`src/rtl/polarfir_div_pkg.sv`:
```
// polarfir_div_pkg
// Shared constants and types for the sequential 36s/12u divider:
//   datapath widths, saturation bounds and the controller state encoding.
package polarfir_div_pkg;

  localparam int W_DIVIDEND = 36;
  localparam int W_DIVISOR  = 12;
  localparam int W_QUOT     = 24;
  localparam int W_REM      = 13;
  localparam int W_CNT      = 6;

  // Index of the final radix-2 step (steps are counted 0..W_DIVIDEND-1).
  localparam logic [W_CNT-1:0] LAST_STEP = W_CNT'(W_DIVIDEND - 1);

  localparam logic [W_QUOT-1:0] QMAX = 24'h7F_FFFF;
  localparam logic [W_QUOT-1:0] QMIN = 24'h80_0000;

  typedef enum logic [1:0] {
    S_IDLE = 2'd0,
    S_CALC = 2'd1,
    S_DONE = 2'd2
  } state_e;

endpackage

```
`src/rtl/polarfir_div_step.sv`:
```
// polarfir_div_step
// One restoring radix-2 division step (purely combinational).
// Ports:
//   i_part  partial remainder entering the step (always < i_den when i_den != 0)
//   i_bit   next dividend bit, MSB first
//   i_den   divisor
//   o_q     quotient bit produced by this step
//   o_part  partial remainder leaving the step
module polarfir_div_step
  import polarfir_div_pkg::*;
(
  input  logic [W_DIVISOR-1:0] i_part,
  input  logic                 i_bit,
  input  logic [W_DIVISOR-1:0] i_den,
  output logic                 o_q,
  output logic [W_DIVISOR-1:0] o_part
);

  logic [W_DIVISOR+1:0] w_diff;

  assign w_diff = {1'b0, i_part, i_bit} - {2'b00, i_den};

  // Because i_part < i_den, a non-negative difference is always below i_den,
  // so both top bits are zero exactly when the trial subtraction succeeds.
  assign o_q    = (w_diff[W_DIVISOR+1:W_DIVISOR] == 2'b00);
  assign o_part = o_q ? w_diff[W_DIVISOR-1:0] : {i_part[W_DIVISOR-2:0], i_bit};

endmodule

```
`src/rtl/polarfir_div_36s_12ns_24_seq.sv`:
```
// polarfir_div_36s_12ns_24_seq
// Sequential signed/unsigned divider: 36-bit signed dividend by 12-bit
// unsigned divisor, 24-bit signed quotient (truncated toward zero) and
// 13-bit signed remainder (sign of the dividend). Fixed 36-step latency.
// Optional build macro: POLARFIR_DIV_SAT_EN -- clamp overflowing quotients
// to QMAX/QMIN and raise sat; otherwise the low 24 bits are returned.
// Ports:
//   clk, reset (async, active low), ce (global clock enable)
//   in_valid/in_ready, din0 (dividend), din1 (divisor)
//   out_valid/out_ready, dout (quotient), rem, div_by_zero, sat
//
// state  | meaning
// S_IDLE | waiting for an operand pair, in_ready=1
// S_CALC | running the 36 radix-2 steps
// S_DONE | result held until out_ready
module polarfir_div_36s_12ns_24_seq
  import polarfir_div_pkg::*;
#(
  parameter int ID = 1
) (
  input  logic                  clk,
  input  logic                  reset,
  input  logic                  ce,
  input  logic                  in_valid,
  output logic                  in_ready,
  input  logic [W_DIVIDEND-1:0] din0,
  input  logic [W_DIVISOR-1:0]  din1,
  output logic                  out_valid,
  input  logic                  out_ready,
  output logic [W_QUOT-1:0]     dout,
  output logic [W_REM-1:0]      rem,
  output logic                  div_by_zero,
  output logic                  sat
);

  // ID is an instance tag only.
  if (ID < 0) begin : g_id_tag
  end

  state_e                r_state;
  state_e                w_state_next;
  logic                  r_in_ready;
  logic [W_DIVIDEND-1:0] r_mag;
  logic [W_DIVISOR-1:0]  r_part;
  logic [W_DIVISOR-1:0]  r_den;
  logic                  r_neg;
  logic [W_CNT-1:0]      r_cnt;
  logic [W_QUOT-1:0]     r_dout;
  logic [W_REM-1:0]      r_rem;
  logic                  r_dz;
  logic                  r_sat;

  logic                  w_accept;
  logic                  w_q;
  logic [W_DIVISOR-1:0]  w_part_next;
  logic [W_QUOT-1:0]     w_qlow;
  logic [W_QUOT-1:0]     w_dout_fin;
  logic [W_REM-1:0]      w_rem_fin;
  logic                  w_dz_fin;
  logic                  w_sat_fin;

  polarfir_div_step u_step (
    .i_part (r_part),
    .i_bit  (r_mag[W_DIVIDEND-1]),
    .i_den  (r_den),
    .o_q    (w_q),
    .o_part (w_part_next)
  );

  // r_in_ready is only ever 1 in S_IDLE, so it also qualifies the state.
  assign w_accept = in_valid & r_in_ready;

  always_comb begin
    w_state_next = r_state;
    case (r_state)
      S_IDLE:  if (w_accept) w_state_next = S_CALC;
      S_CALC:  if (r_cnt == LAST_STEP) w_state_next = S_DONE;
      S_DONE:  if (out_ready) w_state_next = S_IDLE;
      default: w_state_next = S_IDLE;
    endcase
  end

  always_ff @(posedge clk or negedge reset) begin
    if (!reset) begin
      r_state    <= S_IDLE;
      r_in_ready <= 1'b0;
    end else if (ce) begin
      r_state    <= w_state_next;
      r_in_ready <= (w_state_next == S_IDLE);
    end
  end

  // Final result, formed from the values the last step is about to produce.
  assign w_qlow = {r_mag[W_QUOT-2:0], w_q};

`ifdef POLARFIR_DIV_SAT_EN
  logic [W_DIVIDEND-1:0] w_qmag;
  logic                  w_ovf;
  assign w_qmag = {r_mag[W_DIVIDEND-2:0], w_q};
  // A negative quotient may reach -2^23; a positive one only 2^23-1.
  assign w_ovf  = r_neg ? (w_qmag > W_DIVIDEND'(2**23))
                        : (w_qmag > W_DIVIDEND'(2**23 - 1));
`endif

  always_comb begin
    w_dout_fin = r_neg ? -w_qlow : w_qlow;
    w_rem_fin  = r_neg ? -{1'b0, w_part_next} : {1'b0, w_part_next};
    w_dz_fin   = 1'b0;
    w_sat_fin  = 1'b0;
`ifdef POLARFIR_DIV_SAT_EN
    if (w_ovf) begin
      w_dout_fin = r_neg ? QMIN : QMAX;
      w_sat_fin  = 1'b1;
    end
`endif
    if (r_den == '0) begin
      w_dout_fin = r_neg ? QMIN : QMAX;
      w_rem_fin  = '0;
      w_dz_fin   = 1'b1;
      w_sat_fin  = 1'b0;
    end
  end

  always_ff @(posedge clk or negedge reset) begin
    if (!reset) begin
      r_mag  <= '0;
      r_part <= '0;
      r_den  <= '0;
      r_neg  <= 1'b0;
      r_cnt  <= '0;
      r_dout <= '0;
      r_rem  <= '0;
      r_dz   <= 1'b0;
      r_sat  <= 1'b0;
    end else if (ce) begin
      case (r_state)
        S_IDLE: begin
          if (w_accept) begin
            // -2^35 negates to itself, which is the correct unsigned magnitude.
            r_mag  <= din0[W_DIVIDEND-1] ? -din0 : din0;
            r_neg  <= din0[W_DIVIDEND-1];
            r_den  <= din1;
            r_part <= '0;
            r_cnt  <= '0;
          end
        end
        S_CALC: begin
          r_mag  <= {r_mag[W_DIVIDEND-2:0], w_q};
          r_part <= w_part_next;
          r_cnt  <= r_cnt + 1'b1;
          if (r_cnt == LAST_STEP) begin
            r_dout <= w_dout_fin;
            r_rem  <= w_rem_fin;
            r_dz   <= w_dz_fin;
            r_sat  <= w_sat_fin;
          end
        end
        default: ;
      endcase
    end
  end

  assign in_ready    = r_in_ready;
  assign out_valid   = (r_state == S_DONE);
  assign dout        = r_dout;
  assign rem         = r_rem;
  assign div_by_zero = r_dz;
  assign sat         = r_sat;

endmodule

```
`config.mk`:
```
export PLATFORM = sky130hd
export DESIGN_NAME = polarfir_div_36s_12ns_24_seq
export DESIGN_NICKNAME = d
export VERILOG_FILES = /design/src/rtl/polarfir_div_pkg.sv /design/src/rtl/polarfir_div_step.sv /design/src/rtl/polarfir_div_36s_12ns_24_seq.sv
export SDC_FILE = /design/constraint.sdc
export NUM_CORES = 1
export LEC_CHECK = 0
export CAP_MARGIN = 20
export CORE_MARGIN = 10
export CORE_UTILIZATION = 40
export CTS_CLUSTER_DIAMETER = 60
export DETAILED_ROUTE_END_ITERATION = 8
export PLACE_DENSITY = 0.63
export RECOVER_POWER = 100
export SYNTH_ARGS = -nofsm -noshare
export SYNTH_HDL_FRONTEND = slang
export SYNTH_SLANG_ARGS = --single-unit
```
`constraint.sdc`:
```
create_clock -name clk -period 6.38 [get_ports clk]
set_input_delay 1.276 -clock clk [delete_from_list [all_inputs] [get_ports clk]]
set_output_delay 1.276 -clock clk [all_outputs]
set_load 0.02 [all_outputs]
```
==> summary.md, run 1 <==
| Metric | Value |
|---|---|
| Avg WL per Cell | 16.5 um |
| Max-Cap Viols | 2 |
| Register bit count reported by yosys | 108 |
| DR DRC count | 0 |
| Mapped Cells | 785 |
| CP Cell Sequence | ha_1 -> a21oi_1 -> o21ai_0 -> a221o_1 -> o22ai_1 -> o21ai_2 -> inv_1 -> ha_1 -> nand2_1 -> or3_1 -> or3_1 -> nor4_1 -> clkbuf_1 -> nand2_1 -> a21oi_1 -> o22ai_1 -> o21ai_0 |
| Top cell type by total area after synthesis | dfrtp_1 |
| Synth top area cells | dfrtp_1 (40%), o21ai_0 (9.1%), nand2_1 (5.4%) |
| Critical path class | flop to flop |
| DR vias/cell | 5.49 |
| Port buffer count | 92 |
| Synthesis-to-finish area growth | 19.4% |
| DIE AREA | 22,500 sq um |
| Clock sink count | 108 |
| Placer Congestion | 0.855 |
| Synth top area share | 40.0% |
| Die width | 150 um |
| Crit share post-route | 81.4% |
| # H-tree levels | 3 |
| Hold WC Path Type | flop to flop |
| Area of the core | 16,600 sq um |
| CTS tree | done |
| WP data arrival | 5.46 ns |
| Pwr Total | 3.71 mW |
| Main synth FF type | dfrtp_1 |
| Synth unique cells | 62 |
| Site Rows | 47 |
| Leak Pwr | 3.39 nW |
| Post-cts hold buffer count | 0 |
| Post-synthesis compound-gate area fraction | 24.8% |
| Crit start category | flop |
| PnR worst setup slack | 1.19 ns |
| RSZ-0062 raised after global routing | no |
| Clock Path Buffers | 2 |
| Crit-path max cell delay | 0.48 ns |
| Total congestion overflow | 0 |
| Post-synthesis simple-gate area fraction | 17.1% |
| Fmax | 0.193 GHz |
| Post-DP HPWL | 13,100 um |
| ANT nets after route | 0 |
| Largest net degree at the start of global routing | 76 |
| Mux share of post-synthesis cell area | 2.59% |
| Worst Path Max Fanout | 19 |
| Slowest cell on the critical path | inv_1 |
| Syn_area_per_cell | 8.61 sq um |
| Routed vias | 5,890 |
| Tmin final | 5.19 ns |
| Met3 Use GR | 3.17% |
| 1st-pass router iterations | 6 |
| Share of layout cells above drive strength 1 | 4.22% |
| Fin. Hold Viols | 0 |
| Main combinational cell family by area after synthesis | compound AO/OA/AOI/OAI gates |
| First-pass GRT wire length | 28,900 um |
| Final WL | 17,700 um |
| Starting Density | 40.8% |
| Req. time, crit path | 6.64 ns |
| CTS clk-pin slew, worst paths | 0.07 ns |
| Post-synth EDFFs | 0 |
| Xor and xnor area share after synthesis | 7.25% |
| Die Height | 150 um |
| Failing checks | max-capacitance violations, max-slew violations |
| Final Util | 48.7% |
| Clock root cell | clkbuf_16 |
| Sequential area share after synthesis | 40.0% |
| DRT iter0 DRCs | 503 |
| Fill count | 1,644 |
| Post-synthesis adder-cell area fraction | 3.26% |
| Layout Skew | 0.00650 ns |
| Met1 usage | 23.1% |
| Asr flop ratio synth | 100% |
| Inserted Diodes | 0 |
| Final #Nets | 918 |
| Crit end category | flop |
| Commonest cells in the synthesized netlist | o21ai_0 (123), dfrtp_1 (108), nand2_1 (98), nor2_1 (50), a21oi_1 (41) |
| Measured slew at the worst slew-check pin | 1.83 ns |
| GRT busiest layer | met1 |
| Clock latency on the worst-skew pair | 0.36 ns |
| Initial antenna violation count | 0 |
| Post_cts resized | 0 |
| I/O pin total | 94 |
| Status | finished, violations left |
| Setup_tns | 0 ns |
| Mapped Area | 6760 sq um |
| Slew Viols, Final | 111 |
| Max VDD drop | 0.212 mV |
| Power per standard cell area | 459 nW/um^2 |
| Ys Warns | 0 |
| Slew HR | -22.2% |
| Cts bufs inserted | 9 |
| Setup bufs post-CTS | 0 |
| Vias in the first global route | 5,566 |
| GR Util met2 | 22.5% |
| GRT Total Usage | 15.6% |
| Syn Nets | 855 |
| Dpl ws | 1.25 ns |
| Count leader, synth | o21ai_0 |
| Final number of setup-violating endpoints | 0 |
-- state kept, by name, indices dropped and copies added (netlist names), 2 cells and up --
| name | flops |
|---|---|
| r_cnt | 6 |
| r_state | 2 |
| r_part | 12 |
| r_den | 12 |
| r_mag | 36 |
| dout | 24 |
| rem | 13 |
-- layout make-up --
cell class                      instances  area (sq um)  area share [%]
Clock buffer                           12           246            3.05
Inverter                               22          82.6            1.02
Tap cell                              220           275            3.41
Timing Repair Buffer                  102           992            12.3
Multi-Input combinational cell        605          3700            45.9
Clock inverter                          4          72.6           0.899
Sequential cell                       108          2700            33.5
-- path summary, 6_finish.rpt --
| check | end | cells after the start | startpoint | slack, ns |
|---|---|---|---|---|
| max in group asynchronous | r_part[2] | 2 | reset | 2.35 |
| setup reg to reg | dout[20] | 17 | r_part[5] | 1.19 |
| setup / recovery | dout[20] | 17 | r_part[5] | 1.19 |
| hold / removal | dout[18] | 2 | dout[18] | 0.47 |
| hold reg to reg | dout[18] | 2 | dout[18] | 0.47 |
| min in group asynchronous | r_den[10] | 1 | reset | 1.40 |
-- report_power, final --
group          internal [mW]  switching (mW)
clock                  0.355           0.260
combinational          0.790            1.15
sequential             0.889           0.267
total                   2.03            1.67
-- per-stage QoR --
step / area, sq um / hold WS [ns] / std cells
final: 8070 / 0.472 / 1073
after floorplan: 6760 / 0.455 / 785
after detailed placement: 7760 / 0.470 / 1054
after CTS: 8080 / 0.487 / 1070
after global placement: 7740 / 0.460 / 1053
after global routing: 8070 / 0.494 / 1073
-- placed cells by master (no fill, tap or decap), types with 18 or more instances in the layout --
master / synthesis / final
a21oi_1: 41 / 41
a22oi_1: 32 / 32
clkdlybuf4s50_1: 0 / 48
dfrtp_1: 108 / 108
dlygate4sd3_1: 0 / 43
inv_1: 21 / 22
nand2_1: 98 / 98
nor2_1: 50 / 50
nor3_1: 19 / 19
o21ai_0: 123 / 123
o31ai_1: 18 / 18
xnor2_1: 19 / 19
xor2_1: 37 / 37
-- metal layers --
layer  vias up  share of wire [%]
met5         -                  0
met4         0                1.0
met3        13                5.9
met2       138                 43
met1      2759                 51
li1       2980                  -
-- logic make-up after synthesis --
family | after synthesis
compound gates | 276
simple gates | 238
flops | 108
buf+inv | 72
xor+xnor | 56
fa+ha+maj | 17
mux | 17
other cells | 1
-- worst max-delay path: cells and delay by family (launching register included) --
family	cells	cell delay, ns
buffers and inverters	2	0.76
AND/OR/NAND/NOR	5	1.35
flip-flops	1	0.45
AO/OA/AOI/OAI	8	1.83
adder cells (fa/ha/maj)	2	0.71
(Power assumes the default switching activity.)
==> run 2, diff against run 1 <==
clock period = 5.3 ns   (was 6.38 ns; I/O delays follow)
==> run 2 against run 1 <==
  * The flow still finishes with violations (max-capacitance violations, max-slew violations)
  * Clock power rose by 10%
  * Setup slack worse by 0.60 ns
  * Core utilization decreased by 0.098 points
  * Maximum frequency rose by 10%
  * Die area is the same
  * Power up 19%
  * Critical path depth fell by 1
  * Critical path type unchanged
  * Critical endpoint is now dout[16]
==> summary.md, run 2 (synthesized netlist as in run 1, its figures left out) <==
| Metric | Value |
|---|---|
| Largest net degree at the start of global routing | 70 (was 76) |
| Reg power frac | 31.8% (was 31.2%) |
| Reg2reg start | r_part[5] (unchanged) |
| Clk pwr share | 15.4% (was 16.6%) |
| Setup_tns | 0 ns (unchanged) |
| Hold WC Path Type | flop to flop (unchanged) |
| Crit-path max cell delay | 0.45 ns (was 0.48 ns) |
| Clock latency on the worst-skew pair | 0.36 ns (about the same) |
| Inserted Diodes | 0 (unchanged) |
| GR Util met2 | 22.2% (was 22.5%) |
| Total congestion overflow | 0 (unchanged) |
| PnR worst setup slack | 0.584 ns (was 1.19 ns) |
| Final number of setup-violating endpoints | 0 (unchanged) |
| Buf+Inv Stages, Crit Path | 2 (unchanged) |
| # H-tree levels | 3 (unchanged) |
| Starting Density | 40.8% (unchanged) |
| Hold worst-path end | dout[22] (was dout[18]) |
| Fmax | 0.212 GHz (was 0.193 GHz) |
| Max FFs per register | 36 (unchanged) |
| Crit-path most repeated cell | o21ai_0 |
| Slew Viols, Final | 130 (was 111) |
| Fin. Hold Viols | 0 (unchanged) |
| Clock Path Buffers | 2 (unchanged) |
| Initial antenna violation count | 0 (unchanged) |
| Site Rows | 47 (unchanged) |
| Crit start category | flop (unchanged) |
| CP Cell Sequence | ha_1 -> a21oi_1 -> o21ai_0 -> a221o_1 -> o22ai_1 -> o21ai_2 -> inv_2 -> ha_1 -> nand2_1 -> or3_1 -> or3_1 -> nor4_1 -> clkbuf_1 -> a21oi_1 -> o21ai_0 -> o21ai_0 (was ha_1 -> a21oi_1 -> o21ai_0 -> a221o_1 -> o22ai_1 -> o21ai_2 -> inv_1 -> ha_1 -> nand2_1 -> or3_1 -> or3_1 -> nor4_1 -> clkbuf_1 -> nand2_1 -> a21oi_1 -> o22ai_1 -> o21ai_0) |
| R2r worst-path depth | 16 (was 17) |
| Failing checks | max-capacitance violations, max-slew violations (unchanged) |
| Final #Nets | 918 (unchanged) |
| Measured slew at the worst slew-check pin | 3.71 ns (was 1.83 ns) |
| Routed vias | 5,868 (was 5,890) |
| Post-cts hold buffer count | 0 (unchanged) |
| Worst hold path depth | 2 (unchanged) |
| Share of layout cells above drive strength 1 | 4.45% (was 4.22%) |
| Crit end category | flop (unchanged) |
| GRT busiest layer | met1 (unchanged) |
| Die width | 150 um (unchanged) |
| Post_cts resized | 0 (unchanged) |
| Met3 Use GR | 3.23% (was 3.17%) |
| First-pass GRT wire length | 28,800 um (was 28,900 um) |
| Crit share post-route | 89.0% (was 81.4%) |
| Fill count | 1,658 (was 1,644) |
| Port buffer count | 92 (unchanged) |
| Leak Pwr | 3.38 nW (was 3.39 nW) |
| Tmin final | 4.72 ns (was 5.19 ns) |
| Setup bufs post-CTS | 0 (unchanged) |
| 1st-pass router iterations | 6 (unchanged) |
| Met1 usage | 23.2% (was 23.1%) |
| Layout Skew | 0.00727 ns (was 0.00650 ns) |
| DR DRC count | 0 (unchanged) |
| Final WL | 17,800 um (was 17,700 um) |
| GRT Total Usage | 15.6% (about the same) |
| ANT nets after route | 0 (unchanged) |
| Internal power | 2.39 mW (was 2.03 mW) |
| I/O pin total | 94 (unchanged) |
| DRT iter0 DRCs | 509 (was 503) |
| Commonest non-fill, non-tap cell in the layout | o21ai_0 (unchanged) |
| Req. time, crit path | 5.45 ns (was 6.64 ns) |
| CTS tree | done (unchanged) |
| Dpl ws | 0.709 ns (was 1.25 ns) |
| CTS clk-pin slew, worst paths | 0.07 ns (about the same) |
| Placer Congestion | 0.861 (was 0.855) |
| Clock root cell | clkbuf_16 (unchanged) |
| Crit Reg-Reg Endpoint | dout[16] (was dout[20]) |
| R2R setup slack | 0.58 ns (was 1.19 ns) |
| Max VDD drop | 0.241 mV (was 0.212 mV) |
| Sequential cell area | 2700 sq um (unchanged) |
| DIE AREA | 22,500 sq um (unchanged) |
| Cts bufs inserted | 9 (unchanged) |
| Die Height | 150 um (unchanged) |
| Top reg by flops | r_mag (unchanged) |
| Switching share of power | 45.7% (was 45.1%) |
| Most frequent cells in the layout | o21ai_0 (123), dfrtp_1 (108), nand2_1 (98), nor2_1 (50), clkdlybuf4s50_1 (49) (was o21ai_0 (123), dfrtp_1 (108), nand2_1 (98), nor2_1 (50), clkdlybuf4s50_1 (48)) |
| Family with the most delay on the worst path | compound AO/OA/AOI/OAI gates (unchanged) |
| Power per standard cell area | 546 nW/um^2 (was 459 nW/um^2) |
| Avg WL per Cell | 16.6 um (was 16.5 um) |
| Combinational Power Share | 52.8% (was 52.2%) |
| Vias in the first global route | 5,619 (was 5,566) |
| Slew HR | -147% (was -22.2%) |
| DR vias/cell | 5.47 (was 5.49) |
| Slowest cell on the critical path | dfrtp_1 (was inv_1) |
| RSZ-0062 raised after global routing | no (unchanged) |
| Critical path class | flop to flop (unchanged) |
| Synthesis-to-finish area growth | 19.1% (was 19.4%) |
| Worst Path Max Fanout | 18 (was 19) |
| HP Start | dout[22] (was dout[18]) |
| Clock sink count | 108 (unchanged) |
| Post-DP HPWL | 13,300 um (was 13,100 um) |
| Max-Cap Viols | 2 (unchanged) |
| Area of the core | 16,600 sq um (unchanged) |
| WP data arrival | 4.86 ns (was 5.46 ns) |
| Status | finished, violations left (unchanged) |
| P_sw | 2.01 mW (was 1.67 mW) |
| Area occupied by multi-input gates | 3710 sq um (was 3700 sq um) |
==> run 2: layout make-up <==
class | instances | area share (%)
multi-input cells | 605 | 46.0
flip-flops and latches | 108 | 33.5
repair buffers | 102 | 12.4
well taps | 220 | 3.42
clock buffers | 9 | 2.80
inverters | 22 | 1.02
clock inverters | 7 | 0.839
==> run 2: power by group through the flow <==
stage / Clock (mW) / Sequential (mW) / Combinational, mW
6_report: 0.679 / 1.40 / 2.32
3_5_place_dp: 0 / 1.40 / 2.31
2_1_floorplan: 0 / 1.27 / 1.84
3_3_place_gp: 0 / 1.40 / 2.29
5_1_grt: 0.728 / 1.44 / 2.59
4_1_cts: 0.690 / 1.39 / 2.32
==> run 2: stage by stage <==
step | util [%] | instances | total power [mW] | hold slack, ns | area, sq um
detailed placement | 46.9 | 1056 | 3.71 | 0.469 | 7780
floorplan | - | 785 | 3.11 | 0.455 | 6760
global placement | 46.7 | 1054 | 3.69 | 0.460 | 7750
CTS | 48.7 | 1072 | 4.39 | 0.486 | 8080
global route | 48.6 | 1073 | 4.76 | 0.494 | 8060
finish | 48.6 | 1073 | 4.40 | 0.471 | 8060
==> run 2: worst max path at each step <==
stage,startpoint,to,slack (ns),cells after the start
6_report,r_part[5],dout[16],0.58,16
2_1_floorplan,r_part[5],dout[18],0.82,17
3_3_place_gp,r_part[5],dout[14],0.88,15
5_1_grt,r_part[5],dout[14],0.17,15
3_5_place_dp,r_part[5],dout[14],0.71,15
4_1_cts,r_part[5],dout[14],0.70,15
==> run 2: routing by layer <==
layer	vias up	share of wire, %	wire length (um)
met5	-	0	0
met4	0	1.1	201
met3	13	5.3	936
met2	138	42	7410
met1	2746	52	9270
li1	2971	-	-
==> run 2: worst reg2reg max path: stages (launching register included) <==
cell,delay (ns)
dfrtp_1,0.45
ha_1,0.41
a21oi_1,0.24
o21ai_0,0.18
a221o_1,0.38
o22ai_1,0.24
o21ai_2,0.24
inv_2,0.29
ha_1,0.27
nand2_1,0.10
or3_1,0.33
or3_1,0.39
nor4_1,0.26
clkbuf_1,0.30
a21oi_1,0.12
o21ai_0,0.21
o21ai_0,0.09
==> run 3, diff against run 2 <==
CORE_UTILIZATION = 50   (was 40)
PLACE_DENSITY = 0.74   (was 0.63)
==> run 3 against run 2 <==
  * The flow still finishes with violations (max-capacitance violations, max-slew violations)
  * Hold slack gained 0.00068 ns
  * Sequential power is essentially flat
  * First-iteration DRC count shrank 2.4%
  * Clock power grew 3%
  * Final area shrank 0.11%
  * Largest cell class unchanged
  * Highest routed layer unchanged
==> summary.md, run 3 (synthesized netlist as in run 1, its figures left out) <==
| Metric | Value |
|---|---|
| I/O pin total | 94 (unchanged) |
| DIE AREA | 18,600 sq um (was 22,500 sq um) |
| Site Rows | 42 (was 47) |
| Top reg by flops | r_mag (unchanged) |
| Commonest non-fill, non-tap cell in the layout | o21ai_0 (unchanged) |
| Slew HR | -119% (was -147%) |
| Clock root cell | clkbuf_16 (unchanged) |
| CTS tree | done (unchanged) |
| Port buffer count | 92 (unchanged) |
| Sequential cell area | 2700 sq um (unchanged) |
| Synthesis-to-finish area growth | 19.0% (was 19.1%) |
| Final number of setup-violating endpoints | 0 (unchanged) |
| RSZ-0062 raised after global routing | no (unchanged) |
| Final WL | 18,100 um (was 17,800 um) |
| Share of layout cells above drive strength 1 | 5.15% (was 4.45%) |
| Setup_tns | 0 ns (unchanged) |
| Post-cts hold buffer count | 0 (unchanged) |
| Initial antenna violation count | 0 (unchanged) |
| Die Height | 136 um (was 150 um) |
| DR vias/cell | 5.99 (was 5.47) |
| P_sw | 2.04 mW (was 2.01 mW) |
| Reg power frac | 31.4% (was 31.8%) |
| Placer Congestion | 0.873 (was 0.861) |
| Clk pwr share | 15.5% (was 15.4%) |
| Hold WC Path Type | flop to flop (unchanged) |
| Routed vias | 6,172 (was 5,868) |
| Cts bufs inserted | 9 (unchanged) |
| Switching share of power | 45.6% (was 45.7%) |
| Failing checks | max-capacitance violations, max-slew violations (unchanged) |
| Starting Density | 51.1% (was 40.8%) |
| DRT iter0 DRCs | 497 (was 509) |
| Max-Cap Viols | 2 (unchanged) |
| # H-tree levels | 3 (unchanged) |
| Slew Viols, Final | 121 (was 130) |
| Worst Path Max Fanout | 48 (was 18) |
| Crit start category | input pin (was flop) |
| Fin. Hold Viols | 0 (unchanged) |
| Post-DP HPWL | 13,500 um (was 13,300 um) |
| Internal power | 2.44 mW (was 2.39 mW) |
| Req. time, crit path | 5.49 ns (was 5.45 ns) |
| DR DRC count | 0 (unchanged) |
| Inserted Diodes | 0 (unchanged) |
| WP data arrival | 4.75 ns (was 4.86 ns) |
| Tmin final | 4.56 ns (was 4.72 ns) |
| Setup bufs post-CTS | 0 (unchanged) |
| Measured slew at the worst slew-check pin | 3.29 ns (was 3.71 ns) |
| Clock sink count | 108 (unchanged) |
| Final #Nets | 921 (was 918) |
| CTS clk-pin slew, worst paths | 0.07 ns (about the same) |
| Most frequent cells in the layout | o21ai_0 (123), dfrtp_1 (108), nand2_1 (98), nor2_1 (50), clkdlybuf4s50_1 (49) (unchanged) |
| Area occupied by multi-input gates | 3720 sq um (was 3710 sq um) |
| GRT Total Usage | 19.3% (was 15.6%) |
| Combinational Power Share | 53.1% (was 52.8%) |
| 1st-pass router iterations | 5 (was 6) |
| Layout Skew | 0.00891 ns (was 0.00727 ns) |
| Clock Path Buffers | 2 (unchanged) |
| Final Util | 60.8% (was 48.6%) |
| ANT nets after route | 0 (unchanged) |
| Area of the core | 13,200 sq um (was 16,600 sq um) |
| Fmax | 0.219 GHz (was 0.212 GHz) |
| Largest net degree at the start of global routing | 79 (was 70) |
| Max VDD drop | 0.302 mV (was 0.241 mV) |
| Leak Pwr | 3.42 nW (was 3.38 nW) |
| Avg WL per Cell | 17.5 um (was 16.6 um) |
| Crit end category | flop (unchanged) |
| First-pass GRT wire length | 29,400 um (was 28,800 um) |
| Max FFs per register | 36 (unchanged) |
| Status | finished, violations left (unchanged) |
| Crit share post-route | 86.1% (was 89.0%) |
| Fill count | 1,164 (was 1,658) |
| Power per standard cell area | 556 nW/um^2 (was 546 nW/um^2) |
| Clock latency on the worst-skew pair | 0.35 ns (was 0.36 ns) |
| Post_cts resized | 0 (unchanged) |
| Critical path class | input pin to flop (was flop to flop) |
| Pwr Total | 4.48 mW (was 4.40 mW) |
| Total congestion overflow | 0 (unchanged) |
| Die width | 136 um (was 150 um) |
| Vias in the first global route | 5,692 (was 5,619) |
-- run 3: changes by cell type in the layout (fill, tap and decap cells not counted), moves of 2 or more --
cell        before  now
buf_4            3    6
mux2_2           2    4
or3_4            1    3
clkbuf_8         0    2
mux2_1           2    0
clkinv_2         3    0
clkinvlp_4       3    1
or3_1           16   14
-- run 3: through the flow --
stage	instance area, sq um	std cells	setup WS (ns)	hold WS (ns)
floorplan	6760	785	0.825	0.455
global placement	7710	1012	0.986	0.462
detailed placement	7710	1012	0.879	0.470
CTS	8020	1027	0.859	0.486
global route	8050	1031	0.320	0.501
finish	8050	1031	0.735	0.472
-- run 3: cell type report --
| type | instances | share of cell area, % |
|---|---|---|
| multi-input cells | 605 | 46.2 |
| flip-flops and latches | 108 | 33.6 |
| repair buffers | 105 | 12.6 |
| clock buffers | 11 | 3.14 |
| well taps | 176 | 2.74 |
| inverters | 22 | 1.03 |
| clock inverters | 4 | 0.715 |
-- run 3: power groups by stage --
stage	Combinational [mW]	Sequential [mW]	Clock [mW]
after floorplan	1.84	1.27	0
after CTS	2.37	1.39	0.712
after global placement	2.30	1.39	0
final	2.38	1.41	0.696
after global routing	2.66	1.44	0.746
after detailed placement	2.35	1.40	0
-- run 3: final timing paths --
kind | from | depth (start not counted) | slack (ns) | to
worst min-delay path | dout[8] | 2 | 0.47 | dout[8]
worst max-delay path | ce | 7 | 0.74 | r_den[3]
worst max register to register | r_part[5] | 15 | 0.80 | dout[14]
max in group asynchronous | reset | 2 | 1.11 | dout[20]
min in group asynchronous | reset | 1 | 0.61 | r_den[11]
worst min register to register | dout[8] | 2 | 0.47 | dout[8]
-- run 3: critical path: stages --
cell and delay (ns):
dlygate4sd3_1 0.66, or3b_2 0.34, clkbuf_1 1.53, nor2_1 0.33, clkbuf_1 0.51, nand2_1 0.20, o21ai_0 0.10
-- run 3: metal layers --
layer / vias up / GRT usage (%) / routed length (um)
met3: 16 / 3.65 / 1290
met4: 0 / 5.03 / 183
met1: 2952 / 28.5 / 8670
li1: 2973 / - / -
met5: - / 0 / 0
met2: 231 / 28.2 / 7940
